**src/rtl/core_input_buf_pkg.sv**
```systemverilog
// Shared constants, FSM state type and slot-index helper for the core-input buffer.
package core_input_buf_pkg;

  localparam int BLK_OP_MSB = 2;
  localparam int N_WORDS    = 16;
  localparam int WORD_W     = 32;
  localparam int RAM_AW     = 6;

  localparam logic [3:0] LAST_WORD = 4'(N_WORDS - 1);

  typedef enum logic {
    S_IDLE,
    S_STREAM
  } rd_state_e;

  // Slots are numbered {ctx,seq}; this ordering is also the RAM address MSBs.
  function automatic logic [1:0] slot_idx(input logic ctx, input logic seq);
    return {ctx, seq};
  endfunction

endpackage

```
**src/rtl/core_input_ram.sv**
```systemverilog
// 64x32 block store: one synchronous write port, one registered read port (distributed RAM).
module core_input_ram
  import core_input_buf_pkg::*;
(
  input  logic              i_clk,
  input  logic              i_rst_n,
  input  logic              i_we,
  input  logic [RAM_AW-1:0] i_waddr,
  input  logic [WORD_W-1:0] i_wdata,
  input  logic              i_re,
  input  logic [RAM_AW-1:0] i_raddr,
  output logic [WORD_W-1:0] o_rdata
);

  logic [WORD_W-1:0] r_mem [2**RAM_AW];
  logic [WORD_W-1:0] r_rdata;

  // Storage is deliberately not reset so it maps onto LUT RAM.
  always_ff @(posedge i_clk) begin
    if (i_we) begin
      r_mem[i_waddr] <= i_wdata;
    end
  end

  always_ff @(posedge i_clk or negedge i_rst_n) begin
    if (!i_rst_n) begin
      r_rdata <= '0;
    end else if (i_re) begin
      r_rdata <= r_mem[i_raddr];
    end
  end

  assign o_rdata = r_rdata;

endmodule

```
**src/rtl/core_input_buf.sv**
```systemverilog
// Core-side receiver: captures engine blocks into four {ctx,seq} slots and streams them to the SHA-256 core.
// Optional CORE_INPUT_WCNT_EN adds a per-slot written-word mask flagging incomplete or duplicated blocks.
module core_input_buf
  import core_input_buf_pkg::*;
#(
  parameter int BLK_OP_W = BLK_OP_MSB + 1
) (
  input  logic                CLK,
  input  logic                RESET_N,
  input  logic                wr_en,
  input  logic [31:0]         din,
  input  logic [3:0]          wr_addr,
  input  logic [BLK_OP_W-1:0] blk_op,
  input  logic                input_ctx,
  input  logic                input_seq,
  input  logic                set_input_ready,
  output logic [3:0]          ready,
  output logic [1:0]          blk_avail,
  input  logic                rd_start,
  input  logic                rd_ctx,
  output logic                busy,
  output logic [31:0]         dout,
  output logic                dout_valid,
  output logic [3:0]          dout_addr,
  output logic [BLK_OP_W-1:0] dout_blk_op,
  output logic                dout_ctx,
  output logic                dout_last,
  output logic                err
);

  logic [3:0]          r_full;
  logic [BLK_OP_W-1:0] r_slot_op [4];
  logic [1:0]          r_rd_seq;
  rd_state_e           r_state;
  rd_state_e           w_next_state;
  logic                r_ctx;
  logic                r_seq;
  logic                r_issue_done;
  logic [3:0]          r_cnt;
  logic [BLK_OP_W-1:0] r_cur_op;
  logic                r_dout_valid;
  logic                r_dout_last;
  logic [3:0]          r_dout_addr;
  logic                r_err;

  logic [1:0]          w_wr_slot;
  logic [1:0]          w_rd_slot;
  logic [1:0]          w_cur_slot;
  logic                w_wr_ok;
  logic                w_wr_err;
  logic                w_set_ok;
  logic                w_set_err;
  logic                w_accept;
  logic                w_rd_err;
  logic                w_issue;
  logic                w_done;
  logic                w_mask_err;
  logic [3:0]          w_set_mask;
  logic [3:0]          w_clr_mask;
  logic [WORD_W-1:0]   w_ram_rdata;

  assign w_wr_slot  = slot_idx(input_ctx, input_seq);
  assign w_rd_slot  = slot_idx(rd_ctx, r_rd_seq[rd_ctx]);
  assign w_cur_slot = slot_idx(r_ctx, r_seq);

  assign w_wr_ok   = wr_en & ~r_full[w_wr_slot];
  assign w_wr_err  = wr_en & r_full[w_wr_slot];
  assign w_set_ok  = set_input_ready & ~r_full[w_wr_slot];
  assign w_set_err = set_input_ready & r_full[w_wr_slot];

  assign w_set_mask = w_set_ok ? (4'b0001 << w_wr_slot) : 4'b0000;
  assign w_clr_mask = w_done ? (4'b0001 << w_cur_slot) : 4'b0000;

  assign ready     = ~r_full;
  assign blk_avail = {r_full[slot_idx(1'b1, r_rd_seq[1])], r_full[slot_idx(1'b0, r_rd_seq[0])]};

  // Reads issue for 16 cycles, then the FSM lingers one more cycle so the
  // slot is released on the cycle word 15 is actually on dout.
  always_comb begin
    w_next_state = r_state;
    w_accept     = 1'b0;
    w_rd_err     = 1'b0;
    w_issue      = 1'b0;
    w_done       = 1'b0;
    case (r_state)
      S_IDLE: begin
        if (rd_start) begin
          if (blk_avail[rd_ctx]) begin
            w_accept     = 1'b1;
            w_next_state = S_STREAM;
          end else begin
            w_rd_err = 1'b1;
          end
        end
      end
      S_STREAM: begin
        w_issue = ~r_issue_done;
        if (r_dout_valid && r_dout_last) begin
          w_done       = 1'b1;
          w_next_state = S_IDLE;
        end
      end
      default: w_next_state = S_IDLE;
    endcase
  end

  always_ff @(posedge CLK or negedge RESET_N) begin
    if (!RESET_N) begin
      r_state <= S_IDLE;
    end else begin
      r_state <= w_next_state;
    end
  end

`ifdef CORE_INPUT_WCNT_EN
  logic [N_WORDS-1:0] r_mask [4];
  logic [N_WORDS-1:0] w_wr_bit;

  // The coincident word-15 write counts towards completeness of the set.
  always_comb begin
    w_wr_bit          = '0;
    w_wr_bit[wr_addr] = w_wr_ok;
    w_mask_err        = (w_wr_ok && ((r_mask[w_wr_slot] & w_wr_bit) != '0)) ||
                        (w_set_ok && ((r_mask[w_wr_slot] | w_wr_bit) != '1));
  end

  always_ff @(posedge CLK or negedge RESET_N) begin
    if (!RESET_N) begin
      for (int i = 0; i < 4; i++) begin
        r_mask[i] <= '0;
      end
    end else if (w_set_ok) begin
      r_mask[w_wr_slot] <= '0;
    end else if (w_wr_ok) begin
      r_mask[w_wr_slot] <= r_mask[w_wr_slot] | w_wr_bit;
    end
  end
`else
  assign w_mask_err = 1'b0;
`endif

  always_ff @(posedge CLK or negedge RESET_N) begin
    if (!RESET_N) begin
      r_full   <= 4'b0000;
      r_rd_seq <= 2'b00;
      r_err    <= 1'b0;
      for (int i = 0; i < 4; i++) begin
        r_slot_op[i] <= '0;
      end
    end else begin
      r_full <= (r_full | w_set_mask) & ~w_clr_mask;
      r_err  <= r_err | w_wr_err | w_set_err | w_rd_err | w_mask_err;
      if (w_set_ok) begin
        r_slot_op[w_wr_slot] <= blk_op;
      end
      if (w_done) begin
        r_rd_seq[r_ctx] <= ~r_rd_seq[r_ctx];
      end
    end
  end

  always_ff @(posedge CLK or negedge RESET_N) begin
    if (!RESET_N) begin
      r_ctx        <= 1'b0;
      r_seq        <= 1'b0;
      r_cur_op     <= '0;
      r_cnt        <= 4'd0;
      r_issue_done <= 1'b0;
      r_dout_valid <= 1'b0;
      r_dout_last  <= 1'b0;
      r_dout_addr  <= 4'd0;
    end else begin
      if (w_accept) begin
        r_ctx        <= rd_ctx;
        r_seq        <= r_rd_seq[rd_ctx];
        r_cur_op     <= r_slot_op[w_rd_slot];
        r_cnt        <= 4'd0;
        r_issue_done <= 1'b0;
      end else if (w_issue) begin
        r_cnt <= r_cnt + 4'd1;
        if (r_cnt == LAST_WORD) begin
          r_issue_done <= 1'b1;
        end
      end
      r_dout_valid <= w_issue;
      r_dout_last  <= w_issue && (r_cnt == LAST_WORD);
      if (w_issue) begin
        r_dout_addr <= r_cnt;
      end
    end
  end

  core_input_ram u_ram (
    .i_clk   (CLK),
    .i_rst_n (RESET_N),
    .i_we    (w_wr_ok),
    .i_waddr ({w_wr_slot, wr_addr}),
    .i_wdata (din),
    .i_re    (w_issue),
    .i_raddr ({w_cur_slot, r_cnt}),
    .o_rdata (w_ram_rdata)
  );

  assign busy        = (r_state == S_STREAM);
  assign dout        = w_ram_rdata;
  assign dout_valid  = r_dout_valid;
  assign dout_addr   = r_dout_addr;
  assign dout_blk_op = r_cur_op;
  assign dout_ctx    = r_ctx;
  assign dout_last   = r_dout_last;
  assign err         = r_err;

endmodule

```
**config.mk**
```make
export PLATFORM = sky130hd
export DESIGN_NAME = core_input_buf
export DESIGN_NICKNAME = d
export VERILOG_FILES = /design/src/rtl/core_input_buf_pkg.sv /design/src/rtl/core_input_ram.sv /design/src/rtl/core_input_buf.sv
export SDC_FILE = /design/constraint.sdc
export NUM_CORES = 2
export LEC_CHECK = 0
export BUFFER_PORTS_ARGS = -buffer_cell sky130_fd_sc_hd__buf_4
export CORE_UTILIZATION = 40
export DETAILED_ROUTE_END_ITERATION = 12
export HOLD_SLACK_MARGIN = 0.06
export MAX_ROUTING_LAYER = met4
export SETUP_SLACK_MARGIN = 0.02
export SKIP_CTS_REPAIR_TIMING = 1
export SYNTH_ARGS = -nofsm -noshare
export SYNTH_HDL_FRONTEND = slang
export SYNTH_SLANG_ARGS = --single-unit
```
**constraint.sdc**
```tcl
create_clock -name CLK -period 9.6 [get_ports CLK]
set_input_delay 1.92 -clock CLK [delete_from_list [all_inputs] [get_ports CLK]]
set_output_delay 1.92 -clock CLK [all_outputs]
set_load 0.02 [all_outputs]
```
==> metrics <==
Total Nets Final 3,930; fmax between 0.2 and 0.25 GHz; Tot Pwr 25,300 uW; Worst setup EP type flip-flop; RSZ-0062 raised after global routing no; routed len/inst between 30 and 40 um; number of max-cap violations 0; TritonRoute pass-1 iters 12; die area between 200,000 and 250,000 um^2; Syn Area/Cell 21.5 um^2; status finished, violations left; Min-Delay Path Class reg -> reg; Worst VDD drop 329 uV; Period minus WS final between 4 and 5 ns; Worst EP required 10.05 ns; Synthesis Warnings 0; clk_lat worst skew 0.86 ns; initial antenna violation count 7; P&R area growth vs syn 13.2%; Die H about 450 um; core area 200,000 um^2; async set-reset flop share out of synthesis 3.21%; Final Instance Area 91,200 um^2; DR iter-0 viols 4,878; layout cell share with drive strength beyond 1 22.7%; first-pass GRT wire length 295,000 um; Setup CP Type in -> reg; Least-Margin Pin Slew between 1 and 1.5 ns; drt via density around 5.7; fill count ~17,000; share of the yosys chip area belonging to registers about four fifths; #FFs+latches synth 2,116; Clock Skew between 0.05 and 0.06 ns; Final HPWL DP about 120,000 um; clock sinks 2,116; routed vias 38,300; total length of routed wires 213,000 um; initial core utilization between 40% and 50%; vias in the first global route 38,100; Final Max Tran Viols 0; CTS Buf Count 206; Hold Fails Final Rpt 0; Pleak 0.0284 uW; total track usage 21.4%; IO Count 97; largest net degree at the start of global routing 145; Power Dens Cells 277 nW/um^2; Final setup viols 0; drt drc 12; DRT antenna net count 0; failing checks design-rule violations; CP Max Fanout 32; port buffer count 96; area of the mapped netlist 80,500 um^2; clock slew at reported path FFs approximately 0.060 ns; Tcrit/Tclk final 45.6%; Util after Layout 45.6%; CTS root buffer clkbuf_16; final setup TNS 0 ns; Slew HR a little under a fifth; die width roughly 450 um; Worst EP arrival approximately 4.8 ns; Post-synth EDFFs 2,048; Post-synth top flop edfxtp_1; H-tree Lvls 4; placed cell areas ~85,000 um^2; Core Rows 164; Syn Inst Count 3,750; startpoint types primary input; Distinct cells, synth 46; clock tree buffer depth 3; GP Congestion 0.862; Synthesized Nets about 3,800; TritonCTS clock tree built; grt total ovfl 0
## state kept, by name, indices dropped and copies added (netlist names)
name / cells
busy: 1
dout_addr: 4
dout_blk_op: 3
dout_ctx: 1
dout_last: 1
dout_valid: 1
err: 1
r_cnt: 4
r_full: 4
r_issue_done: 1
r_rd_seq: 2
r_seq: 1
r_slot_op: 12
u_ram.o_rdata: 32
u_ram.r_mem: 2048
## critical path, cell delays in order
cell	delay, ns
buf_4	0.15
mux4_2	0.54
nor3b_1	0.35
buf_4	0.21
nand2_1	0.39
buf_4	0.37
nor2_4	0.88
## cell usage after synthesis (all sizes together), types with 2 or more instances
library cell | instances | share of area, %
inv | 8 | 0.037
nand3 | 68 | 0.42
mux4 | 385 | 11
o22ai | 64 | 0.50
edfxtp | 2048 | 76
or3 | 33 | 0.26
a211oi | 66 | 0.62
or3b | 4 | 0.043
nor4bb | 2 | 0.025
nand4 | 35 | 0.27
nor2b | 40 | 0.31
nor2 | 77 | 0.37
nand2 | 59 | 0.27
xor2 | 3 | 0.033
buf | 122 | 0.88
nand3b | 5 | 0.047
nor3b | 2 | 0.019
mux2i | 292 | 3.6
a21oi | 40 | 0.25
clkbuf | 98 | 0.46
mux2 | 17 | 0.24
a221o | 32 | 0.40
and3 | 2 | 0.016
dfrtp | 68 | 2.1
nand2b | 2 | 0.016
and3b | 2 | 0.022
o21ai | 3 | 0.019
a22oi | 161 | 1.5
## layout by cell type (no fill, tap or decap), types with 7 or more instances in the layout
master,synthesis,layout
edfxtp_1,2048,2048
mux4_2,385,385
mux2i_1,292,292
clkbuf_16,0,207
a22oi_1,161,161
buf_4,12,135
nand3_1,68,68
nor2_4,1,67
a211oi_1,65,65
dfrtp_1,68,65
o22ai_1,64,64
nand2_1,59,58
clkinv_1,0,51
clkbuf_1,98,43
clkinv_2,0,41
a21oi_1,40,40
nor2b_1,40,37
nand4_1,35,35
or3_1,33,33
a221o_1,32,32
mux2_2,17,17
bufinv_16,0,17
nor2_1,76,10
buf_12,0,9
diode_2,0,7
inv_1,7,7
clkbuf_8,0,7
## logic make-up (layout without fill, tap and decap cells)
logic type | count (synthesis) | count (layout) | share of synthesized area [%]
flops | 2116 | 2116 | 78.5
xor+xnor | 4 | 4 | 0.0435
compound gates | 373 | 373 | 3.36
other cells | 0 | 7 | 0
mux | 694 | 694 | 14.6
buf+inv | 228 | 536 | 1.37
fa+ha+maj | 1 | 1 | 0.0155
simple gates | 334 | 334 | 2.11
## metrics by stage
| step | worst slack [ns] | hold WS, ns | std cells |
|---|---|---|---|
| finish | 5.22 | 0.492 | 6721 |
| global route | 5.13 | 0.517 | 6715 |
| CTS | 5.25 | 0.499 | 6714 |
| detailed placement | 4.35 | 0.480 | 6330 |
| global placement | 4.30 | 0.472 | 6330 |
| floorplan | 4.75 | 0.473 | 3750 |
## area by class of cell
class	instances	area, um^2	share of cell area (%)
Sequential cell	2116	63200	69.3
Multi-Input combinational cell	1406	16800	18.4
Clock buffer	257	5440	5.96
Tap cell	2656	3320	3.64
Clock inverter	127	1210	1.32
Timing Repair Buffer	144	1190	1.31
Inverter	8	30.0	0.0329
Antenna cell	7	17.5	0.0192
## final timing paths
path,start,end,slack [ns],depth (start not counted)
min reg2reg,dout_addr[1]$_DFFE_PN0P_,dout_addr[1]$_DFFE_PN0P_,0.49,2
max,input_seq,u_ram.r_mem[24][25]$_DFFE_PP_,5.22,7
max in group asynchronous,RESET_N,r_cnt[0]$_DFFE_PN0P_,7.72,1
min in group asynchronous,RESET_N,dout_blk_op[0]$_DFFE_PN0N_,1.19,1
max reg2reg,r_cnt[2]$_DFFE_PN0P_,u_ram.o_rdata[13]$_DFFE_PN0P_,5.22,7
min,dout_addr[1]$_DFFE_PN0P_,dout_addr[1]$_DFFE_PN0P_,0.49,2
## metal layers
metal | wire length (um) | global-route usage [%]
met5 | 0 | -
met4 | 10100 | 9.50
met2 | 106000 | 34.2
met3 | 13500 | 2.70
met1 | 83900 | 27.7
## report_power, final
| group | internal [uW] | switching, uW | leakage, uW |
|---|---|---|---|
| clock | 4490 | 3490 | 0.00326 |
| combinational | 2630 | 4110 | 0.00590 |
| sequential | 10300 | 245 | 0.0192 |
| total | 17400 | 7850 | 0.0284 |
No activity file was read; power rests on OpenSTA's default activity.
